`src/rtl/bnn_pkg.sv`:
```
// Shared definitions for the BNN parameter loader: controller states and chain length.
package bnn_pkg;

    typedef enum logic [2:0] {
        ST_IDLE      = 3'd0,
        ST_WAIT_BYTE = 3'd1,
        ST_SHIFT     = 3'd2,
        ST_LOADED    = 3'd3,
        ST_EVAL      = 3'd4
    } state_e;

    function automatic int chain_bits(input int neurons, input int inputs, input int bias_bits);
        return neurons * (inputs + bias_bits);
    endfunction

endpackage

```
`src/rtl/param_serializer.sv`:
```
// Byte latch and MSB-first shifter feeding the neuron parameter chain, with a saturating bit count.
module param_serializer #(
    parameter int CHAIN_BITS = 44,
    localparam int CW = $clog2(CHAIN_BITS + 1)
) (
    input  logic       clk,
    input  logic       reset,
    input  logic       i_clear,
    input  logic       i_load,
    input  logic [7:0] i_byte,
    input  logic       i_shift,
    output logic       o_bit,
    output logic       o_byte_last,
    output logic       o_chain_last
);

    logic [7:0]    r_shift;
    logic [2:0]    r_bit_idx;
    logic [CW-1:0] r_count;

    // The shifter is kept at zero outside a shift burst so o_bit is quiet when idle.
    always_ff @(posedge clk or posedge reset) begin
        if (reset) begin
            r_shift   <= 8'h00;
            r_bit_idx <= 3'd0;
            r_count   <= '0;
        end else if (i_clear) begin
            r_shift   <= 8'h00;
            r_bit_idx <= 3'd0;
            r_count   <= '0;
        end else if (i_load) begin
            r_shift   <= i_byte;
            r_bit_idx <= 3'd0;
        end else if (i_shift) begin
            r_shift   <= o_chain_last ? 8'h00 : {r_shift[6:0], 1'b0};
            r_bit_idx <= r_bit_idx + 3'd1;
            if (r_count != CW'(CHAIN_BITS)) begin
                r_count <= r_count + CW'(1);
            end
        end
    end

    assign o_bit        = r_shift[7];
    assign o_byte_last  = (r_bit_idx == 3'd7);
    assign o_chain_last = (r_count == CW'(CHAIN_BITS - 1));

endmodule

```
`src/rtl/bnn_param_loader.sv`:
```
// Loads a BNN neuron parameter chain from a byte stream, then runs single-vector inferences.
module bnn_param_loader
    import bnn_pkg::*;
#(
    parameter int NEURONS   = 4,
    parameter int INPUTS    = 8,
    parameter int BIAS_BITS = 3
) (
    input  logic               clk,
    input  logic               reset,
    input  logic               start_load,
    input  logic               byte_valid,
    input  logic [7:0]         byte_data,
    output logic               byte_ready,
    output logic               setup,
    output logic               param_bit,
    output logic               loaded,
    input  logic               in_valid,
    output logic               in_ready,
    input  logic [INPUTS-1:0]  in_data,
    output logic [INPUTS-1:0]  neuron_inputs,
    input  logic [NEURONS-1:0] axons,
    output logic               out_valid,
    output logic [NEURONS-1:0] out_data
);

    localparam int CHAIN_BITS = chain_bits(NEURONS, INPUTS, BIAS_BITS);

    state_e             r_state;
    logic               r_byte_ready;
    logic               r_setup;
    logic               r_loaded;
    logic               r_in_open;
    logic               r_out_valid;
    logic [INPUTS-1:0]  r_neuron_inputs;
    logic [NEURONS-1:0] r_out_data;

    logic w_clear;
    logic w_load;
    logic w_shift;
    logic w_bit;
    logic w_byte_last;
    logic w_chain_last;

    assign w_clear = start_load && ((r_state == ST_IDLE) || (r_state == ST_LOADED));
    assign w_load  = (r_state == ST_WAIT_BYTE) && byte_valid && r_byte_ready;
    assign w_shift = (r_state == ST_SHIFT);

    param_serializer #(.CHAIN_BITS(CHAIN_BITS)) u_ser (
        .clk          (clk),
        .reset        (reset),
        .i_clear      (w_clear),
        .i_load       (w_load),
        .i_byte       (byte_data),
        .i_shift      (w_shift),
        .o_bit        (w_bit),
        .o_byte_last  (w_byte_last),
        .o_chain_last (w_chain_last)
    );

    // Controller: outputs are registered alongside the state they belong to.
    always_ff @(posedge clk or posedge reset) begin
        if (reset) begin
            r_state         <= ST_IDLE;
            r_byte_ready    <= 1'b0;
            r_setup         <= 1'b0;
            r_loaded        <= 1'b0;
            r_in_open       <= 1'b0;
            r_out_valid     <= 1'b0;
            r_neuron_inputs <= '0;
            r_out_data      <= '0;
        end else begin
            r_out_valid <= 1'b0;
            case (r_state)
                ST_IDLE: begin
                    if (start_load) begin
                        r_state      <= ST_WAIT_BYTE;
                        r_byte_ready <= 1'b1;
                        r_loaded     <= 1'b0;
                    end
                end
                ST_WAIT_BYTE: begin
                    if (byte_valid && r_byte_ready) begin
                        r_state      <= ST_SHIFT;
                        r_byte_ready <= 1'b0;
                        r_setup      <= 1'b1;
                    end
                end
                ST_SHIFT: begin
                    if (w_chain_last) begin
                        r_state   <= ST_LOADED;
                        r_setup   <= 1'b0;
                        r_loaded  <= 1'b1;
                        r_in_open <= 1'b1;
                    end else if (w_byte_last) begin
                        r_state      <= ST_WAIT_BYTE;
                        r_setup      <= 1'b0;
                        r_byte_ready <= 1'b1;
                    end
                end
                ST_LOADED: begin
                    // A reload request outranks an offered vector.
                    if (start_load) begin
                        r_state      <= ST_WAIT_BYTE;
                        r_byte_ready <= 1'b1;
                        r_loaded     <= 1'b0;
                        r_in_open    <= 1'b0;
                    end else if (in_valid) begin
                        r_state         <= ST_EVAL;
                        r_neuron_inputs <= in_data;
                        r_in_open       <= 1'b0;
                    end
                end
                ST_EVAL: begin
                    r_state     <= ST_LOADED;
                    r_out_data  <= axons;
                    r_out_valid <= 1'b1;
                    r_in_open   <= 1'b1;
                end
                default: begin
                    r_state      <= ST_IDLE;
                    r_byte_ready <= 1'b0;
                    r_setup      <= 1'b0;
                    r_loaded     <= 1'b0;
                    r_in_open    <= 1'b0;
                end
            endcase
        end
    end

    assign byte_ready    = r_byte_ready;
    assign setup         = r_setup;
    assign param_bit     = r_setup & w_bit;
    assign loaded        = r_loaded;
    assign in_ready      = r_in_open & ~start_load;
    assign neuron_inputs = r_neuron_inputs;
    assign out_valid     = r_out_valid;
    assign out_data      = r_out_data;

endmodule

```
`config.mk`:
```
export PLATFORM = sky130hd
export DESIGN_NAME = bnn_param_loader
export DESIGN_NICKNAME = d
export VERILOG_FILES = /design/src/rtl/bnn_pkg.sv /design/src/rtl/param_serializer.sv /design/src/rtl/bnn_param_loader.sv
export SDC_FILE = /design/constraint.sdc
export NUM_CORES = 1
export LEC_CHECK = 0
export CORE_MARGIN = 5
export CORE_UTILIZATION = 45
export CTS_CLUSTER_DIAMETER = 200
export DETAILED_ROUTE_END_ITERATION = 8
export GPL_ROUTABILITY_DRIVEN = 0
export PLACE_DENSITY_LB_ADDON = 0.08
export SYNTH_ARGS = -nofsm -noshare
export SYNTH_HDL_FRONTEND = slang
export SYNTH_SLANG_ARGS = --single-unit
```
`constraint.sdc`:
```
create_clock -name clk -period 5.25 [get_ports clk]
set_clock_uncertainty 0.2 [all_clocks]
set_input_delay 0.525 -clock clk [delete_from_list [all_inputs] [get_ports clk]]
set_output_delay 0.525 -clock clk [all_outputs]
set_load 0.01 [all_outputs]
```
---- Yosys cells after proc, flatten, opt, wreduce, memory -nomap -nowiden ----
Index checks and enable logic that the tools add are counted.
word-level totals
  register bits ........................... 37
  bits in latches ......................... 0
  RAM bits ................................ 0
  ROM bits ................................ 0
  output and inout port bits .............. 18
  word-level logic and storage cells ...... 90
  memories ................................ 0
operators by class
  $add $sub $neg .......................... 2
  $mul .................................... 0
  div/mod/pow operators ................... 0
  $lt $le $gt $ge ......................... 0
  equal/unequal tests ..................... 16
  shift-type cells ........................ 0
  multiplexer cells ....................... 34
  bitwise logic cells ..................... 7
  reductions and logical operators ........ 20
operators by type and width
  operator                                               number
  2-to-1 mux 8 bit                                       4
  2-to-1 mux 3 bit                                       9
  2-to-1 mux 6 bit                                       4
  case mux 3 bit (5 select lines)                        1
  AND reduction 3 bit                                    5
  2-to-1 mux 1 bit                                       12
  inequality test 2 bit, second input constant           4
  case mux 1 bit (4 select lines)                        2
  adder 6 x 1 -> 6 bit, second input constant            1
  == test 3 x 2 -> 1 bit, second input constant          2
  == test 3 bit, second input constant                   2
  == test 6 bit, second input constant                   1
  inequality test 2 x 1 -> 1 bit, second input constant  3
  inequality test 3 bit, second input constant           2
  inequality test 6 bit, second input constant           1
  case mux 1 bit (3 select lines)                        2
  OR reduction 2 bit                                     3
  inverter 1 bit                                         5
  AND reduction 5 bit                                    1
  logical AND 1 bit                                      4
  AND reduction 4 bit                                    1
  nonzero test 2 bit                                     2
  adder 3 x 1 -> 3 bit, second input constant            1
  == test 3 x 1 -> 1 bit, second input constant          1
  other kinds (5)                                        6

---- Depth between registers and ports, before layout ----
  depth after elaboration ................. 5
  mapped depth ............................ 6
  mapped depth without buffers ............ 6

---- Modules after synthesis ----
From an unflattened synthesis, not the netlist that was laid out.
unflattened totals
  cells, all modules ...................... 191
  area, all modules ....................... 1951.9 um^2
by module, submodules not included
  module            times used  cells an instance  area each (um^2)  sequential area each (um^2)
  bnn_param_loader  1           89                 975.9             500.5
  param_serializer  1           102                975.9             425.4

---- Worst setup path after synthesis ----
Ideal clock, no wire load.
  path kind ............................... register to register
  start point ............................. register u_ser.r_count[0]
  end point ............................... register u_ser.r_count[1]
  library setup time ...................... 0.125 ns
  arrival ................................. 1.364 ns
  required time ........................... 4.925 ns
  setup slack ............................. 3.561 ns
  cell stages (with the launch flop) ...... 6
  path buffers ............................ 0
  cells stage by stage .................... dfrtp_1 -> inv_1 -> ha_1 -> and4b_1 -> a21oi_1 -> mux2_2
on the way
  cells in the longest elaborated chain, start to end .. 5
  elaborated cells between the ends (all ways) .. 8
  classes of those cells .................. 1 x add/sub; 1 x eq/ne; 4 x mux; 2 x reduce/logical
RTL lines
  item                      RTL line                text
  start: declaration        param_serializer.sv:19  logic [CW-1:0] r_count;
  start signal: assignment  param_serializer.sv:38  r_count <= r_count + CW'(1);
  adder 6 x 1 -> 6 bit      param_serializer.sv:38
  2-to-1 mux 6 bit          param_serializer.sv:37  if (r_count != CW'(CHAIN_BITS)) begin
  2-to-1 mux 6 bit          param_serializer.sv:34  end else if (i_shift) begin
  2-to-1 mux 6 bit          param_serializer.sv:31  end else if (i_load) begin
  2-to-1 mux 6 bit          param_serializer.sv:27  end else if (i_clear) begin
Several ways; a longest one is shown, not always the timed one. The select of a mux whose other input is x is not followed.
A chain may end at the register's enable or synchronous reset.

---- Final worst setup path ----
  start point ............................. input start_load
  end point ............................... output in_ready
on the way
  cells in the longest elaborated chain, start to end .. 2
RTL lines
  item                             RTL line                 text
  start: declaration               bnn_param_loader.sv:11   input logic start_load,
  inverter 1 bit (no source line)  --
  bitwise AND 1 bit                bnn_param_loader.sv:135  assign in_ready = r_in_open & ~start_load;
  end: declaration                 bnn_param_loader.sv:19   output logic in_ready,
No other way between the ends.

==> run summary <==
Layout cells sized above 1 -> 12.8%
Asr flop ratio synth -> 100%
Yosys warns -> 0
Post-route ant nets -> 0
H-tree Lvls -> 2
Area delta synth->final -> 31.4%
Die H -> 72.7 microns
Period utilization -> 49.1%
Crit. End Element -> output port
Status -> completed
# DRC -> 0
Std cell rows -> 22
CP max FO -> 7
DR vias/cell -> 5.49
Synth Net Count -> 185
Largest net degree at the start of global routing -> 38
FMAX -> 0.388 GHz
R2R cell count -> 5
CTS Sinks -> 37
Critical Path RT -> 4.53 ns
I/O pins -> 43
Mapped Area -> 0.00177 sq mm
Vias -> 1,379
DP HPWL -> 2880 microns
Post-synth EDFFs -> 0
Worst r2r dst -> u_ser.r_shift[6]
Syn_area_per_cell -> 11.3 sq um
Seq. cell area -> 926 sq um
Critical path launch point -> start_load
Most common flop cell mapped by yosys -> dfrtp_1
Arr. time, crit path -> 1.85 ns
R2r setup slk -> 3.27 ns
Clk_lat worst skew -> 0.28 ns
Hold Fails Final Rpt -> 0
Slew @ Worst Pin -> 0.526 ns
Setup crit start kind -> primary input
Synth cell types -> 39
Core area -> 0.00374 sq mm
CP endpoint -> in_ready
1st-iter DRT viols -> 133
Minimum clock period -> 2.58 ns
DIE AREA -> 0.00529 sq mm
Max-Slew Margin vs Limit -> 64.8%
Placed insts -> 244
Nets -> 232
Setup violators final -> 0
Die W -> 72.7 microns
Final core occ -> 62.2%
Power Dens Cells -> 489 mW/mm^2
Final Max Slew Viols -> 0
Drt total wl -> 3890 microns
Root Buffer -> clkbuf_8
RSZ-0062 raised after global routing -> no
Buffer levels on the longest clock path -> 2
WS Path Type -> in -> out
Post-CTS Setup Inserts -> 0
Sequential-to-total area share from yosys stat -> 52.3%
Hold Path Class -> reg -> reg
Pleak -> 1.01 nW
Starting density of the core -> 47.3%
Worst-path clk slew -> 0.07 ns
Gr ovfl total -> 0
Post-DR wirelength/cell -> 15.5 microns
Register bit total from synthesis -> 37
CTS Hold Buffers Added -> 0
Final TNS setup -> 0 ns
DR pass1 iterations -> 4
Port bufs -> 42
CTS tree -> yes
Antenna cells -> 0
Vias in the first global route -> 1,447
VDD IR max -> 0.257 mV
FILL cells -> 315
Syn Inst Count -> 156
CTS Buf Count -> 5
First-pass GRT wire length -> 6640 microns
Reg-to-Reg Start -> u_ser.r_count[0]
Antenna violations before repair -> 0
Maxcap violations -> 0
Post-Layout Cell Count -> 251
Multi-input gate area -> 797 sq um
All-Layer GR Usage -> 16.0%
# resized after CTS -> 0
synthesized netlist by cell type, types with 2 or more instances:
master	instances	area [sq um]
nor3_1	5	25.0
nand2_1	7	26.3
a31oi_1	2	12.5
nor3b_2	2	25.0
xor2_1	2	17.5
mux2_2	13	146
o21ai_0	7	35.0
ha_1	4	50.1
and2_1	3	18.8
and4b_1	2	20.0
inv_1	8	30.0
a21oi_1	6	30.0
nor2b_1	9	56.3
dfrtp_1	37	926
nand2b_1	4	25.0
nor2_1	13	48.8
mux2i_1	2	20.0
a221o_1	7	70.1
nand3_1	2	10.0
buf_2	2	10.0
placed cells by master (no fill, tap or decap), types with 6 or more instances in the layout:
cell / n
clkdlybuf4s50_1: 42
dfrtp_1: 37
nor2_1: 13
mux2_2: 13
nor2b_1: 9
inv_1: 8
nand2_1: 7
o21ai_0: 7
a221o_1: 7
a21oi_1: 6
clkbuf_8: 6
per-stage QoR:
step	hold WS [ns]	setup WS (ns)	area, sq um	power, mW
floorplan	0.246	3.56	1770	0.746
global placement	0.258	2.71	2240	0.921
detailed placement	0.295	2.68	2240	0.949
CTS	0.311	2.67	2330	1.15
global route	0.327	2.58	2330	1.22
finish	0.304	2.67	2330	1.14
where the power goes:
part           total, mW  internal [mW]  switching [mW]
logic              0.470          0.257           0.213
clock network      0.198          0.104          0.0936
registers          0.470          0.387          0.0827
total               1.14          0.749           0.389
sequential cells by signal (all words and copies together), names as in the netlist:
name / flops
byte_ready: 1
loaded: 1
neuron_inputs: 8
out_data: 4
out_valid: 1
r_in_open: 1
r_state: 3
setup: 1
u_ser.r_bit_idx: 3
u_ser.r_count: 6
u_ser.r_shift: 8
worst max-delay path, stage by stage:
cell,delay [ns]
clkdlybuf4s50_1,0.55
nor2b_1,0.22
clkdlybuf4s50_1,0.56
area by class of cell:
class | instances | area share (%)
Sequential cell | 37 | 39.8
Multi-Input combinational cell | 108 | 34.2
Timing Repair Buffer | 43 | 18.4
Clock buffer | 7 | 3.71
Tap cell | 48 | 2.58
Inverter | 8 | 1.29
metal layers:
layer  vias up  track usage, %  part of all wire [%]
li1        652               -                     -
met1       672            20.8                    44
met2        49            26.1                    49
met3         6            4.27                   5.9
met4         0            5.12                  0.90
met5         -               0                     0
cells by family (layout without fill, tap and decap cells):
group / after synthesis / after routing / synth area share [%]
muxes: 15 / 15 / 9.40
and+or+nand+nor: 56 / 56 / 19.0
buffers and inverters: 11 / 58 / 2.69
DFF: 37 / 37 / 52.3
xor gates and xnor gates: 3 / 3 / 1.48
AOI/OAI and AO/OA: 30 / 30 / 12.3
adders and majority gates: 4 / 4 / 2.83
worst min-delay path by stage:
stage | from | end | slack [ns] | cells past startpoint
6_report | u_ser.r_bit_idx[0] | u_ser.r_bit_idx[0] | 0.30 | 1
5_1_grt | out_data[2] | out_data[2] | 0.33 | 1
4_1_cts | neuron_inputs[6] | neuron_inputs[6] | 0.31 | 1
3_5_place_dp | u_ser.r_shift[4] | u_ser.r_shift[5] | 0.30 | 1
3_3_place_gp | u_ser.r_bit_idx[0] | u_ser.r_bit_idx[0] | 0.26 | 1
2_1_floorplan | u_ser.r_bit_idx[0] | u_ser.r_bit_idx[0] | 0.25 | 1
Power figures use the tool's default switching activity.
